File: src/rtl/bfp_expand.sv
// Block-floating-point expander: one exponent header per block of BLOCK_LEN
// narrow mantissas, each emitted as a saturated wide fixed-point sample.
module bfp_expand #(
    parameter int N_BITS_IN  = 4,
    parameter int BIN_PT_IN  = 3,
    parameter int N_BITS_OUT = 8,
    parameter int BIN_PT_OUT = 7,
    parameter int BLOCK_LEN  = 16,
    parameter int EXP_BITS   = 3
) (
    input  logic                  clk,
    input  logic                  rst_n,
    input  logic [N_BITS_IN-1:0]  s_data,
    input  logic                  s_hdr,
    input  logic                  s_valid,
    output logic                  s_ready,
    output logic [N_BITS_OUT-1:0] m_data,
    output logic                  m_valid,
    input  logic                  m_ready,
    output logic                  m_last,
    output logic                  m_sat,
    output logic                  err
);

    localparam int DELTA  = BIN_PT_OUT - BIN_PT_IN;
    localparam int FULL_W = N_BITS_IN + (1 << EXP_BITS) - 1 + DELTA;
    localparam int CMP_W  = ((FULL_W > N_BITS_OUT) ? FULL_W : N_BITS_OUT) + 1;
    localparam int SH_W   = $clog2(FULL_W) + 1;
    localparam int CNT_W  = (BLOCK_LEN > 1) ? $clog2(BLOCK_LEN) : 1;
    localparam logic [CNT_W-1:0] LAST_CNT = CNT_W'(BLOCK_LEN - 1);
    localparam logic signed [CMP_W-1:0] OUT_MAX = CMP_W'((64'sd1 <<< (N_BITS_OUT - 1)) - 64'sd1);
    localparam logic signed [CMP_W-1:0] OUT_MIN = -OUT_MAX - CMP_W'(1);

    generate
        if (BIN_PT_OUT < BIN_PT_IN) begin : g_bad_bin_pt
            $error("bfp_expand: BIN_PT_OUT must be >= BIN_PT_IN");
        end
        if (BLOCK_LEN < 1) begin : g_bad_block_len
            $error("bfp_expand: BLOCK_LEN must be >= 1");
        end
        if (EXP_BITS > N_BITS_IN) begin : g_bad_exp_bits
            $error("bfp_expand: EXP_BITS must be <= N_BITS_IN");
        end
    endgenerate

    typedef enum logic {HDR, DATA} state_t;

    state_t                state, state_nxt;
    logic [EXP_BITS-1:0]   blk_exp, blk_exp_nxt;
    logic [CNT_W-1:0]      cnt, cnt_nxt;
    logic                  err_nxt;
    logic                  load;
    logic                  accept;

    logic signed [N_BITS_IN-1:0] mant;
    logic signed [FULL_W-1:0]    full;
    logic [SH_W-1:0]             shamt;
    logic [N_BITS_OUT:0]         sat_res;

    // Returns {saturated_flag, clamped_word}.
    function automatic logic [N_BITS_OUT:0] saturate(input logic signed [FULL_W-1:0] val);
        logic signed [CMP_W-1:0] wide;
        wide = CMP_W'(val);
        if (wide > OUT_MAX)
            return {1'b1, 1'b0, {(N_BITS_OUT-1){1'b1}}};
        else if (wide < OUT_MIN)
            return {1'b1, 1'b1, {(N_BITS_OUT-1){1'b0}}};
        else
            return {1'b0, wide[N_BITS_OUT-1:0]};
    endfunction

    assign mant    = s_data;
    assign shamt   = SH_W'(blk_exp) + SH_W'(DELTA);
    assign full    = FULL_W'(mant) <<< shamt;
    assign sat_res = saturate(full);

    assign s_ready = (state == HDR) || !m_valid || m_ready;
    assign accept  = s_valid && s_ready;

    always_comb begin
        state_nxt   = state;
        blk_exp_nxt = blk_exp;
        cnt_nxt     = cnt;
        err_nxt     = 1'b0;
        load        = 1'b0;
        if (accept) begin
            if (s_hdr) begin
                // A header in DATA is a resync: the partial block is abandoned.
                err_nxt     = (state == DATA);
                blk_exp_nxt = s_data[EXP_BITS-1:0];
                cnt_nxt     = '0;
                state_nxt   = DATA;
            end else if (state == HDR) begin
                err_nxt = 1'b1;
            end else begin
                load = 1'b1;
                if (cnt == LAST_CNT) begin
                    cnt_nxt   = '0;
                    state_nxt = HDR;
                end else begin
                    cnt_nxt = cnt + CNT_W'(1);
                end
            end
        end
    end

    // Output register stage
    always_ff @(posedge clk or negedge rst_n) begin
        if (!rst_n) begin
            state   <= HDR;
            blk_exp <= '0;
            cnt     <= '0;
            err     <= 1'b0;
            m_valid <= 1'b0;
            m_data  <= '0;
            m_last  <= 1'b0;
            m_sat   <= 1'b0;
        end else begin
            state   <= state_nxt;
            blk_exp <= blk_exp_nxt;
            cnt     <= cnt_nxt;
            err     <= err_nxt;
            if (load) begin
                m_valid <= 1'b1;
                m_data  <= sat_res[N_BITS_OUT-1:0];
                m_sat   <= sat_res[N_BITS_OUT];
                m_last  <= (cnt == LAST_CNT);
            end else if (m_ready) begin
                m_valid <= 1'b0;
            end
        end
    end

endmodule

File: config.mk
export PLATFORM = sky130hd
export DESIGN_NAME = bfp_expand
export DESIGN_NICKNAME = d
export VERILOG_FILES = /design/src/rtl/bfp_expand.sv
export SDC_FILE = /design/constraint.sdc
export NUM_CORES = 1
export LEC_CHECK = 0
export ABC_AREA = 1
export CORE_MARGIN = 2
export CORE_UTILIZATION = 60
export CTS_CLUSTER_SIZE = 25
export DETAILED_ROUTE_END_ITERATION = 6
export DONT_BUFFER_PORTS = 1
export GPL_TIMING_DRIVEN = 0
export PLACE_DENSITY = 0.76
export SKIP_CTS_REPAIR_TIMING = 1
export SLEW_MARGIN = 20
export SYNTH_ARGS = -nofsm -noshare
export SYNTH_HDL_FRONTEND = slang
export SYNTH_SLANG_ARGS = --single-unit
File: constraint.sdc
create_clock -name clk -period 1.55 [get_ports clk]
set_clock_uncertainty 0.1 [all_clocks]
set_input_delay 0.0775 -clock clk [delete_from_list [all_inputs] [get_ports clk]]
set_output_delay 0.0775 -clock clk [all_outputs]
set_load 0.1 [all_outputs]
==> results.ini, run 1 <==
[synth]
ys_ff_latch=20
ys_seq_area_frac=0.460
syn_area_um2=1090
synth.net_count=154
ys_types=20
synth_flop_cell=dfrtp_1
yosys_warnings=0
synth_top_cell_by_area=dfrtp_1
synth_top_area_frac=0.460
synth_edf_count=0
ys_async_sr_fraction=1.00
synthCells=142
netlist_top_cells_area=dfrtp_1 46%, nand2_1 17%, nand3_1 6.4%
synth.avg_cell_area_um2=7.67
synthTopCellsByCount=50 x nand2_1, 20 x dfrtp_1, 15 x inv_1
yosysMostFrequentCell=nand2_1

[floorplan]
rows=15
initial_utilization=0.637
core_area_um2=1710
die_area_um2=2170
die_h_um=46.6
fp.dieW_um=46.6
io_pins=22

[critical_path]
critPathMaxFanout=10
required_ps=1690
cp.arrival_ps=1960
cp-end-kind=flip-flop
path_class=flip-flop to flip-flop
start_kind=flip-flop

[status]
violations=hold timing, setup timing
outcome=finished with violations

[timing]
fin_ws_ps=-264
hold_violations=9
holdWs_ps=-112
setup_viol=19
fmax_ghz=0.551
slew_headroom=0.381
rsz0062_at_grt=yes
fin_crit_ps=1810
tightest_slew_ps=928
fin_tns_setup_ps=-3990
finalMaxSlewViolations=0
timing.final.crit_share=1.17

[route]
drc=0
wl_per_cell_um=13.4
dr.pass1.iters=4
dr_total_vias=1004
ant_nets=0
drt-vias-per-instance=5.58
wl_mm=2.41
initialDrtViolationCount=23

[clock_tree]
numCtsBuffers=3
clock_path_buffers=2
clk-insertion-delay-late_ps=300
cts_tree=done
clkSinkCount=20
cts.clk_slew.worst_paths_ps=110
htree_levels=1
root_buffer=clkbuf_4

[pwr]
power_leakage_nw=0.682
finalPower_mw=1.82
cellPowerDensity_nw_per_um2=1380
vdd_drop_max_v=0.00134

[job]
max-cap-violations=0

[global_routing]
track_usage=0.223
grt_overflow=0
grt_pass1_wl_mm=3.40
grt_max_degree=21
antenna_found_initial=0
grt_pass1_vias=859

[finish]
insertedDiodeCount=0
stdcell_count=180
final_core_util=0.774
finalNetCount=168
area_growth_pct=21.4
final_cell_area_um2=1320
drive_gt1_frac=0.213

[hold_path]
hold_class=primary input to flip-flop

[placement]
dp.cells=167
place_area_um2=1160
hpwl_mm=1.66
pre_cts_slack_ps=-357
routabilityCongestion=0.910
io_buffers=0

-- report_power, final --
part	switching (mW)	internal (mW)	leakage, nW	total, mW
combinational	0.248	0.145	0.413	0.393
sequential	0.530	0.603	0.248	1.13
clock	0.152	0.143	0.0210	0.295
-- critical path: stages (launching register included) --
cell     delay (ps)
dfrtp_4         650
nand3_4         350
nand2_4         210
inv_4            60
nand2_8          90
buf_8           130
nand2_1          50
nand2_1         100
-- final timing paths --
kind | startpoint | endpoint | slack [ps] | cells past startpoint
setup / recovery | m_valid | m_data[2] | -260 | 7
hold / removal | s_data[3] | m_data[7] | -110 | 2
setup reg to reg | m_valid | m_data[2] | -260 | 7
hold reg to reg | cnt[3] | cnt[3] | 450 | 2
max in group asynchronous | rst_n | m_valid | 510 | 1
min in group asynchronous | rst_n | cnt[2] | 220 | 1
-- layout by cell type (no fill, tap or decap) --
master         Yosys  layout
dfrtp_4            0       1
a21boi_2           1       1
dlygate4sd3_1      0       7
inv_4              0       2
nand2_2            6       6
nand4_1            1       1
nor2_4             0       1
inv_1             15      12
o21ai_2            0       1
o21ai_1            2       3
nand3_4            0       2
nand2_1           50      48
buf_8              0       1
nand3_2            2       2
nor3_1             2       2
clkbuf_8           0       1
nand3_1           14      12
dfrtp_1           20      19
o21bai_2           1       1
a21oi_1            3       2
o21ai_0            8       6
nor2_1             7       6
buf_4              0       1
nand2_8            0       1
clkbuf_4           0       3
ha_1               3       3
inv_2              3       4
buf_6              1       1
nand2_4            1       2
nor2_2             1       1
o2111ai_1          1       1
a21oi_2            0       1
-- kinds of logic after synthesis --
logic type	synth area share
compound gates	0.0885
fa+ha+maj	0.0345
buf+inv	0.0724
flops	0.460
simple gates	0.345
-- sequential cells by signal, indices dropped and copies added, names as in the netlist --
register / cells
m_data: 8
cnt: 4
blk_exp: 3
err: 1
m_last: 1
m_sat: 1
m_valid: 1
state: 1
-- cell type report --
class / instances / area [µm²]
buffer: 1 / 15.0
inverter: 18 / 72.6
fill: 128 / 387
sequential: 20 / 504
multi-input combinational: 103 / 573
tap: 25 / 31.3
timing repair buffer: 9 / 88.8
clock buffer: 4 / 36.3
-- metal layers --
metal	track usage	wire [µm]	vias up
li1	-	-	479
met1	0.272	957	475
met2	0.372	1270	41
met3	0.0588	132	9
met4	0.0857	48	0
met5	0	0	-
No activity file was read; power rests on OpenSTA's default activity.
==> inputs of run 2 (changes only) <==
Settings changed: ABC_AREA 1 to default.
==> run 2 against run 1 <==
  * The run still ends with hold timing, setup timing left
  * Final area up 3.5%
  * Via count down 9.5%
  * Non-clock buffer count up 7
  * Fmax down 7.1%
  * Total power up 9.7%
  * Largest power group unchanged
==> results.ini, run 2 <==
[timing]
rsz0062_at_grt=yes  ; unchanged
tightest_slew_ps=918  ; was 928 ps
holdWs_ps=-152  ; was -112 ps
timing.final.crit_share=1.26  ; was 1.17
finalMaxSlewViolations=0  ; unchanged
hold_violations=6  ; was 9
setup_viol=19  ; unchanged
fin_ws_ps=-403  ; was -264 ps
fin_crit_ps=1950  ; was 1810 ps
fmax_ghz=0.512  ; was 0.551 GHz
slew_headroom=0.388  ; was 0.381

[synth]
ys_types=34  ; was 20
ys_ff_latch=20  ; unchanged
netlist_top_cells_area=dfrtp_1 47%, o21ai_0 6.6%, nand2_1 4.9%  ; was dfrtp_1 46%, nand2_1 17%, nand3_1 6.4%
ys_seq_area_frac=0.468  ; was 0.460
synth_top_cell_by_area=dfrtp_1  ; unchanged
yosysMostFrequentCell=dfrtp_1  ; was nand2_1
synthTopCellsByCount=20 x dfrtp_1, 14 x nand2_1, 14 x o21ai_0  ; was 50 x nand2_1, 20 x dfrtp_1, 15 x inv_1
synth_top_area_frac=0.468  ; was 0.460
synth.avg_cell_area_um2=9.89  ; was 7.67 µm²
synthCells=108  ; was 142
syn_area_um2=1070  ; was 1090 µm²
synth_edf_count=0  ; unchanged
ys_async_sr_fraction=1.00  ; unchanged
yosys_warnings=0  ; unchanged
synth.net_count=120  ; was 154
synth_flop_cell=dfrtp_1  ; unchanged

[pwr]
finalPower_mw=2.00  ; was 1.82 mW
cellPowerDensity_nw_per_um2=1460  ; was 1380 nW/µm²
power_leakage_nw=0.607  ; was 0.682 nW
swShare=0.471  ; was 0.511
internal_power_mw=1.06  ; was 0.891 mW
p_switching_mw=0.940  ; was 0.929 mW
combPwrFrac=0.198  ; was 0.216
seq_power_share=0.583  ; was 0.622
p_clk_frac=0.218  ; was 0.162
vdd_drop_max_v=0.000738  ; was 0.00134 V

[placement]
hpwl_mm=1.50  ; was 1.66 mm
io_buffers=0  ; unchanged
routabilityCongestion=0.866  ; was 0.910
dp.cells=135  ; was 167

[finish]
finalNetCount=139  ; was 168
stdcell_count=151  ; was 180
insertedDiodeCount=0  ; unchanged
top_regs=m_data x8, cnt x4, blk_exp x3  ; unchanged
final_cell_mix=19 x dfrtp_1, 14 x nand2_1, 11 x o21ai_1  ; was 48 x nand2_1, 19 x dfrtp_1, 12 x inv_1, 12 x nand3_1, 7 x dlygate4sd3_1
drive_gt1_frac=0.262  ; was 0.213
regMostFlops=m_data  ; unchanged
final_core_util=0.801  ; was 0.774
final_common_cell=dfrtp_1  ; was nand2_1
largest_reg_flops=8  ; unchanged
area_growth_pct=28.0  ; was 21.4%
fill_cells=106  ; was 128

[status]
outcome=finished with violations  ; unchanged
violations=hold timing, setup timing  ; unchanged

[job]
max-cap-violations=0  ; unchanged

[clock_tree]
htree_levels=1  ; unchanged
cts_tree=done  ; unchanged
root_buffer=clkbuf_4  ; unchanged
numCtsBuffers=3  ; unchanged
clock_path_buffers=2  ; unchanged
cts.clk_slew.worst_paths_ps=120  ; was 110 ps
clk-insertion-delay-late_ps=310  ; was 300 ps
clkSinkCount=20  ; unchanged

[global_routing]
grt_pass1_vias=757  ; was 859
antenna_found_initial=0  ; unchanged
grt_overflow=0  ; unchanged
grt_pass1_wl_mm=3.35  ; was 3.40 mm
grt_max_degree=21  ; unchanged
track_usage=0.224  ; was 0.223

[critical_path]
cpPeakStageDelay_ps=640  ; was 650 ps
crit_chain=nand3b_1 -> clkbuf_16 -> buf_6 -> nand3_4 -> mux2_4  ; was nand3_4 -> nand2_4 -> inv_4 -> nand2_8 -> buf_8 -> nand2_1 -> nand2_1
r2r-start=m_valid  ; unchanged
crit_end=blk_exp[0]  ; was m_data[2]
cp.arrival_ps=2060  ; was 1960 ps
cp-end-kind=flip-flop  ; unchanged
startpoint=m_valid  ; unchanged
start_kind=flip-flop  ; unchanged
r2r_slack_ps=-400  ; was -260 ps
path_class=flip-flop to flip-flop  ; unchanged
reg2regPathDepth=5  ; was 7
required_ps=1660  ; was 1690 ps
reg2reg_to=blk_exp[0]  ; was m_data[2]
slowest_stage=dfrtp_4  ; unchanged
critPathMaxFanout=5  ; was 10

[floorplan]
die_h_um=46.2  ; was 46.6 µm
core_area_um2=1710  ; unchanged
io_pins=22  ; unchanged
die_area_um2=2130  ; was 2170 µm²
initial_utilization=0.626  ; was 0.637
rows=15  ; unchanged
fp.dieW_um=46.2  ; was 46.6 µm

[route]
drt-vias-per-instance=6.02  ; was 5.58
ant_nets=0  ; unchanged
wl_mm=2.55  ; was 2.41 mm
dr.pass1.iters=4  ; unchanged
wl_per_cell_um=16.9  ; was 13.4 µm
dr_total_vias=909  ; was 1,004
initialDrtViolationCount=24  ; was 23
drc=0  ; unchanged

[hold_path]
hold_class=primary input to flip-flop  ; unchanged

==> run 2: cell count changes after synthesis, moves of 3 or more <==
cell	previous run	this run
nor2b_1	0	3
mux2_2	0	3
nand2b_1	0	5
nand3_1	14	3
nand2_1	50	14
inv_2	3	0
inv_1	15	4
nand2_2	6	0
o21ai_0	8	14
==> run 2: cells by family (layout without fill, tap and decap cells) <==
kind of cell | Yosys count | count (layout) | synth area share
and+or+nand+nor | 40 | 40 | 0.201
AOI/OAI and AO/OA | 33 | 33 | 0.215
DFF | 20 | 20 | 0.468
buffers and inverters | 7 | 25 | 0.0293
muxes | 5 | 5 | 0.0503
adders and majority gates | 3 | 3 | 0.0351
==> run 2: final cells by class <==
class,instances,area (µm²),area share
sequential,20,504,0.369
clock inverter,1,30.0,0.0220
inverter,4,15.0,0.0110
timing repair buffer,14,146,0.107
multi-input combinational,81,602,0.440
buffer,3,16.3,0.0119
clock buffer,3,22.5,0.0165
tap,25,31.3,0.0229
==> run 2: through the flow <==
stage | setup TNS (ps) | setup WS [ps] | instance area, µm² | hold slack (ps)
floorplan | -17500 | -989 | 1110 | -318
global placement | -19760 | -1160 | 1140 | -318
detailed placement | -3920 | -468 | 1170 | -318
CTS | -4880 | -508 | 1220 | -662
global route | -5510 | -453 | 1370 | -167
finish | -3940 | -403 | 1370 | -152
==> run 2: power groups by stage <==
stage | registers, mW | logic [mW] | clock network [mW]
after floorplan | 1.15 | 0.277 | 0
after global routing | 1.18 | 0.441 | 0.462
after detailed placement | 1.17 | 0.334 | 0
after CTS | 1.16 | 0.337 | 0.437
after global placement | 1.16 | 0.307 | 0
final | 1.16 | 0.396 | 0.436
==> run 2: how the worst min path moves through the flow <==
stage                            end  start  slack [ps]  cells after the start
final                          state  s_hdr        -150                      2
after global routing           state  s_hdr        -170                      2
after CTS                  m_data[1]  rst_n        -660                      0
after detailed placement   m_data[1]  rst_n        -320                      0
after global placement     m_data[1]  rst_n        -320                      0
after floorplan           blk_exp[0]  rst_n        -320                      0
==> run 2: worst max-delay path, delay by kind of cell, from the launching register on <==
family / cells / cell delay, ps
AND/OR/NAND/NOR: 2 / 370
buffers and inverters: 2 / 410
multiplexers: 1 / 310
flip-flops: 1 / 640
==> run 2: routing by layer <==
metal	track usage	wire length, µm
met5	0	0
met1	0.307	1060
met2	0.322	1230
met4	0.109	114
met3	0.0627	152
==> inputs of run 3 (changes only) <==
Settings changed: PLACE_DENSITY 0.76 to 0.85.
==> run 3 against run 2 <==
  * The run still ends with hold timing, setup timing left
  * Sequential power about the same
  * Clock power fell by 29%
  * Combinational power up 7.1%
  * Fmax up 1.1%
  * Global-route usage up 1.3 points
  * Worst hold slack improved by 150 ps
  * Sequential share of layout area decreased by 0.50 points
  * Critical path type unchanged
  * Critical endpoint is now cnt[2]
==> results.ini, run 3 (synthesis results as in run 2) <==
[status]
outcome=finished with violations  ; unchanged
violations=hold timing, setup timing  ; unchanged

[pwr]
vdd_drop_max_v=0.000985  ; was 0.000738 V
finalPower_mw=1.90  ; was 2.00 mW
cellPowerDensity_nw_per_um2=1370  ; was 1460 nW/µm²
power_leakage_nw=0.614  ; was 0.607 nW

[critical_path]
start_kind=flip-flop  ; unchanged
cp.arrival_ps=2040  ; was 2060 ps
cp-end-kind=flip-flop  ; unchanged
path_class=flip-flop to flip-flop  ; unchanged
critPathMaxFanout=4  ; was 5
required_ps=1650  ; was 1660 ps

[timing]
fin_ws_ps=-382  ; was -403 ps
finalMaxSlewViolations=0  ; unchanged
hold_violations=1  ; was 6
holdWs_ps=-4.82  ; was -152 ps
timing.final.crit_share=1.25  ; was 1.26
rsz0062_at_grt=yes  ; unchanged
slew_headroom=0.386  ; was 0.388
setup_viol=18  ; was 19
fmax_ghz=0.518  ; was 0.512 GHz
tightest_slew_ps=921  ; was 918 ps
fin_crit_ps=1930  ; was 1950 ps

[route]
wl_per_cell_um=17.6  ; was 16.9 µm
dr.pass1.iters=4  ; unchanged
ant_nets=0  ; unchanged
drc=0  ; unchanged
dr_total_vias=934  ; was 909
wl_mm=2.71  ; was 2.55 mm
initialDrtViolationCount=17  ; was 24
drt-vias-per-instance=6.06  ; was 6.02

[finish]
regMostFlops=m_data  ; unchanged
drive_gt1_frac=0.310  ; was 0.262
finalNetCount=142  ; was 139
fill_cells=96  ; was 106
insertedDiodeCount=0  ; unchanged
top_regs=m_data x8, cnt x4, blk_exp x3  ; unchanged
final_cell_area_um2=1390  ; was 1370 µm²
area_growth_pct=29.7  ; was 28.0%
largest_reg_flops=8  ; unchanged
final_cell_mix=19 x dfrtp_1, 14 x nand2_1, 9 x buf_4  ; was 19 x dfrtp_1, 14 x nand2_1, 11 x o21ai_1
final_common_cell=dfrtp_1  ; unchanged
final_core_util=0.812  ; was 0.801

[clock_tree]
clk-insertion-delay-late_ps=300  ; was 310 ps
clkSinkCount=20  ; unchanged
root_buffer=clkbuf_4  ; unchanged
cts_tree=done  ; unchanged
clock_path_buffers=2  ; unchanged
cts.clk_slew.worst_paths_ps=120  ; about the same
htree_levels=1  ; unchanged
numCtsBuffers=3  ; unchanged

[global_routing]
grt_pass1_vias=824  ; was 757
grt_overflow=0  ; unchanged
grt_pass1_wl_mm=3.62  ; was 3.35 mm
antenna_found_initial=0  ; unchanged
track_usage=0.238  ; was 0.224
grt_max_degree=21  ; unchanged

[floorplan]
rows=15  ; unchanged
initial_utilization=0.626  ; unchanged
die_area_um2=2130  ; unchanged
core_area_um2=1710  ; unchanged
fp.dieW_um=46.2  ; unchanged
die_h_um=46.2  ; unchanged
io_pins=22  ; unchanged

[placement]
hpwl_mm=1.55  ; was 1.50 mm
routabilityCongestion=0.839  ; was 0.866
io_buffers=0  ; unchanged
place_area_um2=1170  ; unchanged

[job]
max-cap-violations=0  ; unchanged

[hold_path]
hold_class=primary input to flip-flop  ; unchanged

[run 3: through the flow]
stage | instances | worst slack (ps) | TNS (ps)
floorplan | 108 | -989 | -17500
global placement | 133 | -1140 | -19850
detailed placement | 135 | -565 | -4500
CTS | 139 | -648 | -5310
global route | 154 | -407 | -4760
finish | 154 | -382 | -3810
[run 3: layout make-up]
type	instances	area (µm²)	share of cell area
multi-input cells	81	624	0.450
flip-flops and latches	20	504	0.364
repair buffers	17	159	0.115
clock buffers	4	36.3	0.0262
well taps	25	31.3	0.0226
plain buffers	3	16.3	0.0117
inverters	4	15.0	0.0108
[run 3: worst paths after layout]
check,startpoint,end,slack [ps],cells after the start
setup / recovery,m_valid,cnt[2],-380,7
hold / removal,s_data[1],m_data[5],-5,3
setup reg to reg,m_valid,cnt[2],-380,7
hold reg to reg,cnt[3],cnt[3],430,1
max in group asynchronous,rst_n,m_valid,460,1
min in group asynchronous,rst_n,m_last,240,1
[run 3: report_power, final]
part           internal, mW  leakage [nW]  switching [mW]  total [mW]
Combinational         0.199         0.350           0.225       0.424
Clock                 0.143        0.0210           0.165       0.308
Sequential            0.605         0.244           0.559        1.16
[run 3: worst max-delay path: stages, from the launching register on]
cell and delay [ps]:
dfrtp_4 640, nand3b_1 200, clkbuf_16 230, buf_1 100, nand3b_1 150, buf_4 190
o21ai_4 140, o21ai_2 60
[run 3: routing by layer]
layer  routed length (µm)  global-route usage
met1                 1150               0.323
met2                 1350               0.378
met3                  117              0.0392
met4                   97              0.0914
met5                    0                   0
